**src/rtl/lsu_byte_serial_pkg.sv**
```systemverilog
`default_nettype none
// ============================================================================
// lsu_byte_serial_pkg : shared memory-width enum, FSM states and byte counts
// Rev 1.0
// ============================================================================
package lsu_byte_serial_pkg;

    typedef enum logic [1:0] {
        BITS8  = 2'd0,
        BITS16 = 2'd1,
        BITS32 = 2'd2
    } mem_width_e;

    typedef enum logic [1:0] {
        ST_IDLE = 2'd0,
        ST_XFER = 2'd1,
        ST_FIN  = 2'd2
    } lsu_state_e;

    localparam logic [1:0] WIDTH_ILLEGAL = 2'd3;

    function automatic logic [2:0] width_bytes(input mem_width_e width);
        case (width)
            BITS8:   width_bytes = 3'd1;
            BITS16:  width_bytes = 3'd2;
            BITS32:  width_bytes = 3'd4;
            default: width_bytes = 3'd0;
        endcase
    endfunction

endpackage
`default_nettype wire

```
**src/rtl/lsu_byte_serial_load_extend.sv**
```systemverilog
`default_nettype none
// ============================================================================
// lsu_byte_serial_load_extend : sign/zero extension of an assembled load word
// Rev 1.0
// ============================================================================
module lsu_byte_serial_load_extend
    import lsu_byte_serial_pkg::*;
(
    input  logic [31:0] acc,
    input  mem_width_e  width,
    input  logic        sign_ext,
    output logic [31:0] rdata
);

    always_comb begin
        rdata = acc;
        case (width)
            BITS8:   rdata = {{24{sign_ext & acc[7]}},  acc[7:0]};
            BITS16:  rdata = {{16{sign_ext & acc[15]}}, acc[15:0]};
            default: rdata = acc;
        endcase
    end

endmodule
`default_nettype wire

```
**src/rtl/lsu_byte_serial.sv**
```systemverilog
`default_nettype none
// ============================================================================
// lsu_byte_serial : byte-serial little-endian load/store unit for an 8-bit Ram
// Rev 1.0
// ============================================================================
module lsu_byte_serial
    import lsu_byte_serial_pkg::*;
#(
    parameter int MAX_BYTES = 4
) (
    input  logic        clk,
    input  logic        rst_n,
    input  logic        req_valid,
    input  logic        req_write,
    input  logic [1:0]  req_width,
    input  logic        req_signed,
    input  logic [31:0] req_addr,
    input  logic [31:0] req_wdata,
    output logic        busy,
    output logic        done,
    output logic        err,
    output logic [31:0] rdata,
    output logic [31:0] mem_addr,
    output logic        mem_we,
    output logic [7:0]  mem_wdata,
    input  logic [7:0]  mem_rdata
);

    localparam int IDX_W = (MAX_BYTES > 1) ? $clog2(MAX_BYTES) : 1;
    localparam int CNT_W = IDX_W + 1;

    lsu_state_e         state;
    logic [31:0]        addr_q;
    mem_width_e         width_q;
    logic               signed_q;
    logic               write_q;
    logic [31:0]        wdata_q;
    logic [31:0]        acc_q;
    logic [IDX_W-1:0]   idx;

    logic               xfer;
    logic               last;
    logic [CNT_W-1:0]   nbytes;
    logic [31:0]        acc_next;
    logic [31:0]        wdata_shift;
    logic [31:0]        ext_rdata;

    assign xfer   = (state == ST_XFER);
    assign nbytes = CNT_W'(width_bytes(width_q));
    assign last   = (({1'b0, idx} + CNT_W'(1)) == nbytes);

    // Ram port is decoded from state so an async reset drops mem_we at once
    assign wdata_shift = wdata_q >> {idx, 3'b000};
    assign mem_addr    = xfer ? (addr_q + 32'(idx)) : 32'd0;
    assign mem_we      = xfer & write_q;
    assign mem_wdata   = xfer ? wdata_shift[7:0] : 8'd0;

    always_comb begin
        acc_next = acc_q;
        acc_next[{idx, 3'b000} +: 8] = mem_rdata;
    end

    // Extension sees the final byte merged in, so rdata is ready with done
    lsu_byte_serial_load_extend u_load_extend (
        .acc      (acc_next),
        .width    (width_q),
        .sign_ext (signed_q),
        .rdata    (ext_rdata)
    );

    always_ff @(posedge clk or negedge rst_n) begin
        if (!rst_n) begin
            state    <= ST_IDLE;
            addr_q   <= 32'd0;
            width_q  <= BITS8;
            signed_q <= 1'b0;
            write_q  <= 1'b0;
            wdata_q  <= 32'd0;
            acc_q    <= 32'd0;
            idx      <= '0;
            busy     <= 1'b0;
            done     <= 1'b0;
            err      <= 1'b0;
            rdata    <= 32'd0;
        end else begin
            case (state)
                ST_IDLE, ST_FIN: begin
                    done <= 1'b0;
                    err  <= 1'b0;
                    if (req_valid) begin
                        addr_q   <= req_addr;
                        width_q  <= mem_width_e'(req_width);
                        signed_q <= req_signed;
                        write_q  <= req_write;
                        wdata_q  <= req_wdata;
                        acc_q    <= 32'd0;
                        idx      <= '0;
                        if (req_width == WIDTH_ILLEGAL) begin
                            state <= ST_FIN;
                            done  <= 1'b1;
                            err   <= 1'b1;
                            rdata <= 32'd0;
                        end else begin
                            state <= ST_XFER;
                            busy  <= 1'b1;
                        end
                    end else begin
                        state <= ST_IDLE;
                    end
                end
                ST_XFER: begin
                    if (!write_q) begin
                        acc_q <= acc_next;
                    end
                    if (last) begin
                        state <= ST_FIN;
                        busy  <= 1'b0;
                        done  <= 1'b1;
                        err   <= 1'b0;
                        rdata <= write_q ? 32'd0 : ext_rdata;
                    end else begin
                        idx <= idx + IDX_W'(1);
                    end
                end
                default: begin
                    state <= ST_IDLE;
                    busy  <= 1'b0;
                    done  <= 1'b0;
                    err   <= 1'b0;
                end
            endcase
        end
    end

endmodule
`default_nettype wire
```
**config.mk**
```make
export PLATFORM = sky130hd
export DESIGN_NAME = lsu_byte_serial
export DESIGN_NICKNAME = d
export VERILOG_FILES = /design/src/rtl/lsu_byte_serial_pkg.sv /design/src/rtl/lsu_byte_serial_load_extend.sv /design/src/rtl/lsu_byte_serial.sv
export SDC_FILE = /design/constraint.sdc
export NUM_CORES = 1
export LEC_CHECK = 0
export BUFFER_PORTS_ARGS = -buffer_cell sky130_fd_sc_hd__buf_2
export CAP_MARGIN = 20
export CORE_MARGIN = 5
export CORE_UTILIZATION = 55
export DETAILED_ROUTE_END_ITERATION = 6
export PLACE_DENSITY = 0.81
export SKIP_LAST_GASP = 1
export SLEW_MARGIN = 30
export SYNTH_ARGS = -nofsm -noshare
export SYNTH_HDL_FRONTEND = slang
export SYNTH_SLANG_ARGS = --single-unit
```
**constraint.sdc**
```tcl
create_clock -name clk -period 3.9 [get_ports clk]
set_input_delay 0.195 -clock clk [delete_from_list [all_inputs] [get_ports clk]]
set_output_delay 0.195 -clock clk [all_outputs]
set_load 0.02 [all_outputs]
```
# Word level (Yosys, flattened, before mapping)
# Index checks and enable logic that the tools add are counted.
dict set report op_classes {
  n_div 0
  magnitude_cmp 0
  shifts 3
  multipliers 0
  n_reduce_logical 9
  n_addsub 4
  eq_ne 12
  bitwise 3
  n_mux 29
}
# op n
set op_table {}
lappend op_table {{$mux 32} 7}
lappend op_table {{$pmux 32 s2} 3}
lappend op_table {{$add 32x2->32} 1}
lappend op_table {{$bwmux 32} 1}
lappend op_table {{$shift 8x7->32 const A} 1}
lappend op_table {{$shiftx 8x7->32} 1}
lappend op_table {{$shr 32x5->8} 1}
lappend op_table {{$mux 2} 5}
lappend op_table {{$ne 2x2->1 const B} 5}
lappend op_table {{$pmux 3 s3} 1}
lappend op_table {{$reduce_and 3->1} 3}
lappend op_table {{$mux 8} 1}
lappend op_table {{$pmux 2 s2} 2}
lappend op_table {{$neg 5->7} 1}
lappend op_table {{$eq 2x2->1 const B} 3}
lappend op_table {{$mux 1} 6}
lappend op_table {{$pmux 1 s2} 3}
lappend op_table {{$eq 2x1->1 const B} 2}
lappend op_table {{$logic_not 2->1} 2}
lappend op_table {{$reduce_and 4->1} 1}
lappend op_table {{$add 2x1->3 const B} 1}
lappend op_table {{$and 1x1->1} 3}
lappend op_table {{$eq 3x3->1} 1}
lappend op_table {{$add 2x1->2 const B} 1}
lappend op_table {{4 further kinds} 4}
dict set report totals {
  inputBits 79
  memories 0
  output_inout_bits 76
  mem_bits_ro 0
  latchBits 0
  reg_bits 139
  mem_bits_rw 0
}

# Depth between registers and ports, before layout
dict set report depth {
  depth_word 8
  mapped_depth 10
  ltp_nobuf 6
}

# By module
# From an unflattened synthesis, not the netlist that was laid out.
dict set report hier_totals {
  hier_cells 815
  hier_area_um2 7216.9
}
# mod seq_area_each_um2 cells_each n_inst area_each_um2
set modules_own_cells {}
lappend modules_own_cells {lsu_byte_serial 3453.3 749 1 6831.6}
lappend modules_own_cells {lsu_byte_serial_load_extend 0.0 66 1 385.4}

# Least setup slack after synthesis
# OpenSTA, ideal clock, no wires.
dict set report synth_timing {
  path_type {reg2reg}
  from {register idx[1]}
  to {register rdata[10]}
  path_stages_with_launch 11
  required_time_ns 3.775
  setup_time_ns 0.125
  path_buffers 4
  arrival_time_ns 2.646
  slack_ns 1.130
  period_less_slack_ns 2.770
  path_cell_list {dfrtp_1 -> clkbuf_1 -> inv_1 -> ha_1 -> buf_2 -> nor4b_1 -> a2bb2oi_1 -> o21a_1 -> buf_2 -> buf_2 -> mux2_2}
}
dict set report synth_between {
  elab_chain_len 8
  elab_cells_between_ends 13
  classes_between {add/sub: 2; eq/ne: 2; shift: 2; mux: 5; bitwise: 1; reduce/logical: 1}
}
# item line
set synth_rtl {}
lappend synth_rtl {{from (decl)} lsu_byte_serial.sv:39} ;# logic [IDX_W-1:0] idx;
lappend synth_rtl {{from (signal assigned)} lsu_byte_serial.sv:122} ;# idx <= idx + IDX_W'(1);
lappend synth_rtl {{$neg 5->7} lsu_byte_serial.sv:60} ;# acc_next[{idx, 3'b000} +: 8] = mem_rdata;
lappend synth_rtl {{$shiftx 8x7->32 or $shift 8x7->32 (tied branches)} lsu_byte_serial.sv:60}
lappend synth_rtl {{$bwmux 32} lsu_byte_serial.sv:60}
lappend synth_rtl {{$and 1x1->1} lsu_byte_serial_load_extend.sv:18} ;# BITS8: rdata = {{24{sign_ext & acc[7]}}, acc[7:0]};
lappend synth_rtl {{$pmux 32 s2} lsu_byte_serial_load_extend.sv:17} ;# case (width)
lappend synth_rtl {{$mux 32} lsu_byte_serial.sv:120} ;# rdata <= write_q ? 32'd0 : ext_rdata;
lappend synth_rtl {{$mux 32} lsu_byte_serial.sv:115} ;# if (last) begin
lappend synth_rtl {{$pmux 32 s2} lsu_byte_serial.sv:86} ;# case (state)
lappend synth_rtl {{to (signal assigned)} lsu_byte_serial.sv:120}
lappend synth_rtl {{to (decl)} lsu_byte_serial.sv:22} ;# output logic [31:0] rdata,
# Parallel ways exist; a longest one is shown, timed or not. The select of a mux whose other input is x is not followed.
# A chain may end at the register's enable or synchronous reset.

# Worst setup path in the final report
dict set report layout_timing {
  from {register idx[0]}
  to {output mem_addr[26]}
}
dict set report layout_between {
  elab_chain_len 2
}
# item line
set layout_rtl {}
lappend layout_rtl {{$add 32x2->32} lsu_byte_serial.sv:54} ;# assign mem_addr = xfer ? (addr_q + 32'(idx)) : 32'd0;
lappend layout_rtl {{$mux 32} lsu_byte_serial.sv:54}
lappend layout_rtl {{to (decl)} lsu_byte_serial.sv:23} ;# output logic [31:0] mem_addr,
# No other way between the ends.

==> results by group <==
Clock network
  • TritonCTS buffer count: 17
  • Worst-Skew Late Latency: roughly 0.43 ns
  • Clock Sinks: about 140
  • Post-CTS Hold Buffers: 67
  • # resized after CTS: 0
  • Clk root buf: clkbuf_16
  • CTS tree: done
  • Clock-pin slew on the worst setup and hold paths: about 0.05 ns
  • Longest Clk Path Bufs: 2
  • H-tree depth: 4
  • Postcts setup bufs: 0

Timing
  • Hold Fails Final Rpt: 0
  • Final Slew Violations: 0
  • Worst Skew: between 0.006 and 0.007 ns
  • RSZ-0062 raised after global routing: false
  • Setup_tns: 0 ns
  • Slew @ Worst Pin: ~0.94 ns
  • Fmax achieved: between 200 and 300 MHz
  • Final cycle utilization of the critical path: 89.59%
  • Max_slew headroom: 36.91%
  • Final setup violation count: 0
  • Tmin final: roughly 3.5 ns

Power
  • Combinational Power Share: between 40% and 50%
  • Pwr Density: 795.9 nW/um^2
  • Sequential Power Share: 33.5%
  • NetSw: a little over 3000 uW
  • Power share of the clock group: 24.3%
  • Leak pwr: roughly 0.0046 uW
  • Max VDD drop: approximately 0.48 mV
  • Sw Share: 41.43%
  • Cell-internal power: 4311 uW

Global route
  • Pin count of the biggest net entering global routing: 108
  • Initial antenna violation count: 1
  • GR Overflow Total: 0
  • First-pass GRT wire length: between 30000 and 40000 um
  • Global Route Usage Sum: 27.48%
  • Vias in the first global route: around 6500

Detailed routing
  • Routed length per instance: roughly 17 um
  • Vias per cell: about 5.7
  • First-pass detailed-route iteration total: 5
  • # DRC: 0
  • Final WL: 19750 um
  • Post-DRT Antenna Nets: 0
  • Via count: 6411
  • Initial DRC count: a little over 700

Worst hold path
  • Hold_sp: req_addr[0]
  • Hold path cells: 3
  • Worst hold endpoint: addr_q[0]
  • Hold WC Path Type: primary input to register

Synth
  • Yosys reg bits: 138
  • Top FF cell, synth: dfrtp_1
  • Async S/R FF share, synth: 100.0%
  • Syn Nets: ~840
  • Syn avg cell area: roughly 9.4 sq um
  • Register area share after synthesis: between 40% and 50%
  • Mapped Area: 7017 sq um
  • Cell count after synthesis: 748
  • Ys Warns: 0
  • EDFF count, synth: 0
  • Synth unique cells: 52

Worst setup path
  • Capturing point of the worst reg2reg path: acc_q[20]
  • Worst reg2reg startpoint: idx[1]
  • CP Launch Type: register
  • CP Max Fanout: 17
  • Worst EP arrival: roughly 3.3 ns
  • R2R cell count: 6
  • Worst-path cell chain: ha_1 -> fa_1 -> and2_1 -> nand3_1 -> nor4_1 -> mux2i_1 -> buf_2
  • Crit path required time: 3.70 ns
  • CP max-delay cell: dfrtp_1
  • R2R setup slack: 0.81 ns
  • Crit Path Category: register to output port
  • Critical path capture point type: output port
  • Slowest stage delay, CP: ~0.67 ns

Place
  • Post-placement cell area: between 7000 and 8000 sq um
  • Dpl cells: roughly 1000
  • Final HPWL DP: around 12000 um
  • RD Place Congestion: between 0.8 and 0.9
  • Port Buf Inserts: 154

Floorplanning
  • # IOs: ~160
  • Initial core utilization: 55.83%
  • DIE AREA: 15120 sq um
  • Core area: between 10000 and 15000 sq um
  • Row count: approximately 40
  • Die extent in x: between 100 and 150 um
  • Chip height: between 100 and 150 um

Cells and area
  • Non-Filler Instances: around 1100
  • FILL cells: slightly below 900
  • Commonest non-fill, non-tap cells in the layout: nand2_1, buf_2, dfrtp_1
  • Fin area: roughly 9200 sq um
  • Area grow syn2layout: 31.81%
  • Layout cells sized above 1: approximately a quarter
  • Post-layout util: ~74%
  • # diodes: 0
  • Leading cell type in the layout, fill and taps excluded: nand2_1
  • Post-layout nets: between 1000 and 1500

Run status
  • Status: finished, final reports clean

Flow run
  • Max cap viols: 0
==> cell usage after synthesis (all sizes together) (3+ instances only) <==
library cell / number / share of area [%]
nor4b: 3 / 0.37
a22o: 16 / 2.0
and2: 15 / 1.3
nor2: 22 / 1.2
nor2b: 17 / 1.5
dfrtp: 138 / 49
xnor2: 5 / 0.62
nand3: 17 / 1.3
ha: 8 / 1.4
mux2: 16 / 2.6
a21o: 8 / 0.86
or4: 9 / 1.0
and4: 3 / 0.37
clkinv: 3 / 0.16
nor4: 9 / 0.98
inv: 10 / 0.54
xor2: 6 / 0.75
o211ai: 16 / 1.7
mux4: 8 / 2.6
o31ai: 24 / 2.6
nand2: 215 / 12
or3: 4 / 0.36
buf: 16 / 1.1
a221oi: 16 / 2.0
o21ai: 28 / 2.0
mux2i: 11 / 1.6
clkbuf: 34 / 1.8
nand2b: 11 / 0.98
a21oi: 30 / 2.1
nand4: 8 / 0.71
==> sequential cells by signal, summed over array words and instances, names as in the netlist <==
name,flops
acc_q,32
addr_q,32
rdata,32
wdata_q,32
idx,2
width_q,2
busy,1
done,1
err,1
signed_q,1
state,1
write_q,1
==> layout make-up <==
class                   count  area (sq um)  area share [%]
well taps                 172         215.2           2.327
clock inverters            10         188.9           2.043
flip-flops and latches    138          3453           37.34
multi-input cells         547          3323           35.93
repair buffers            231          1545           16.71
inverters                  13         48.80          0.5276
clock buffers              22         474.2           5.127
==> how the worst max path moves through the flow <==
stage	endpoint	cells past startpoint	slack [ns]	start
floorplan	rdata[10]	10	1.13	idx[1]
global placement	rdata[12]	8	0.97	idx[1]
detailed placement	rdata[8]	8	0.89	idx[1]
CTS	mem_addr[26]	7	0.50	idx[0]
global route	mem_addr[26]	7	0.26	idx[0]
finish	mem_addr[26]	7	0.41	idx[0]
==> worst max-delay path: cells and delay by family (launching register included) <==
kind	cells	cell delay (ns)
buffers and inverters	1	0.22
adders and majority gates	2	0.54
and+or+nand+nor	3	1.10
muxes	1	0.34
DFF	1	0.67
==> power by group through the flow <==
| stage | Clock (uW) | Combinational [uW] | Sequential [uW] |
|---|---|---|---|
| 5_1_grt | 1880 | 3410 | 2550 |
| 3_3_place_gp | 0 | 2930 | 2440 |
| 4_1_cts | 1800 | 3090 | 2460 |
| 6_report | 1790 | 3110 | 2470 |
| 3_5_place_dp | 0 | 3010 | 2470 |
| 2_1_floorplan | 0 | 2100 | 2430 |
==> per-layer routing <==
metal | track usage [%] | up-vias | wire length [um]
met2 | 44.96 | 258 | 9723
met1 | 35.22 | 3078 | 8075
met4 | 11.48 | 2 | 544
met5 | 0 | - | 7
li1 | - | 3021 | -
met3 | 6.587 | 52 | 1395
==> cell families (layout without fill, tap and decap cells) <==
group,after synthesis,count (layout),synth area share (%)
muxes,35,35,6.705
adders and majority gates,9,9,1.712
and+or+nand+nor,346,346,23.11
xor gates and xnor gates,11,11,1.373
DFF,138,138,49.22
AOI/OAI and AO/OA,146,146,14.28
buffers and inverters,63,276,3.602
==> per-stage QoR <==
step	total power [uW]	setup slack [ns]	hold WS, ns
2_1_floorplan	4534	1.130	-0.1006
3_3_place_gp	5377	0.9731	0.3816
3_5_place_dp	5476	0.8903	0.3802
4_1_cts	7347	0.4993	0.008565
5_1_grt	7839	0.2619	0.02777
6_report	7361	0.4061	0.01233
(Power assumes the default switching activity.)
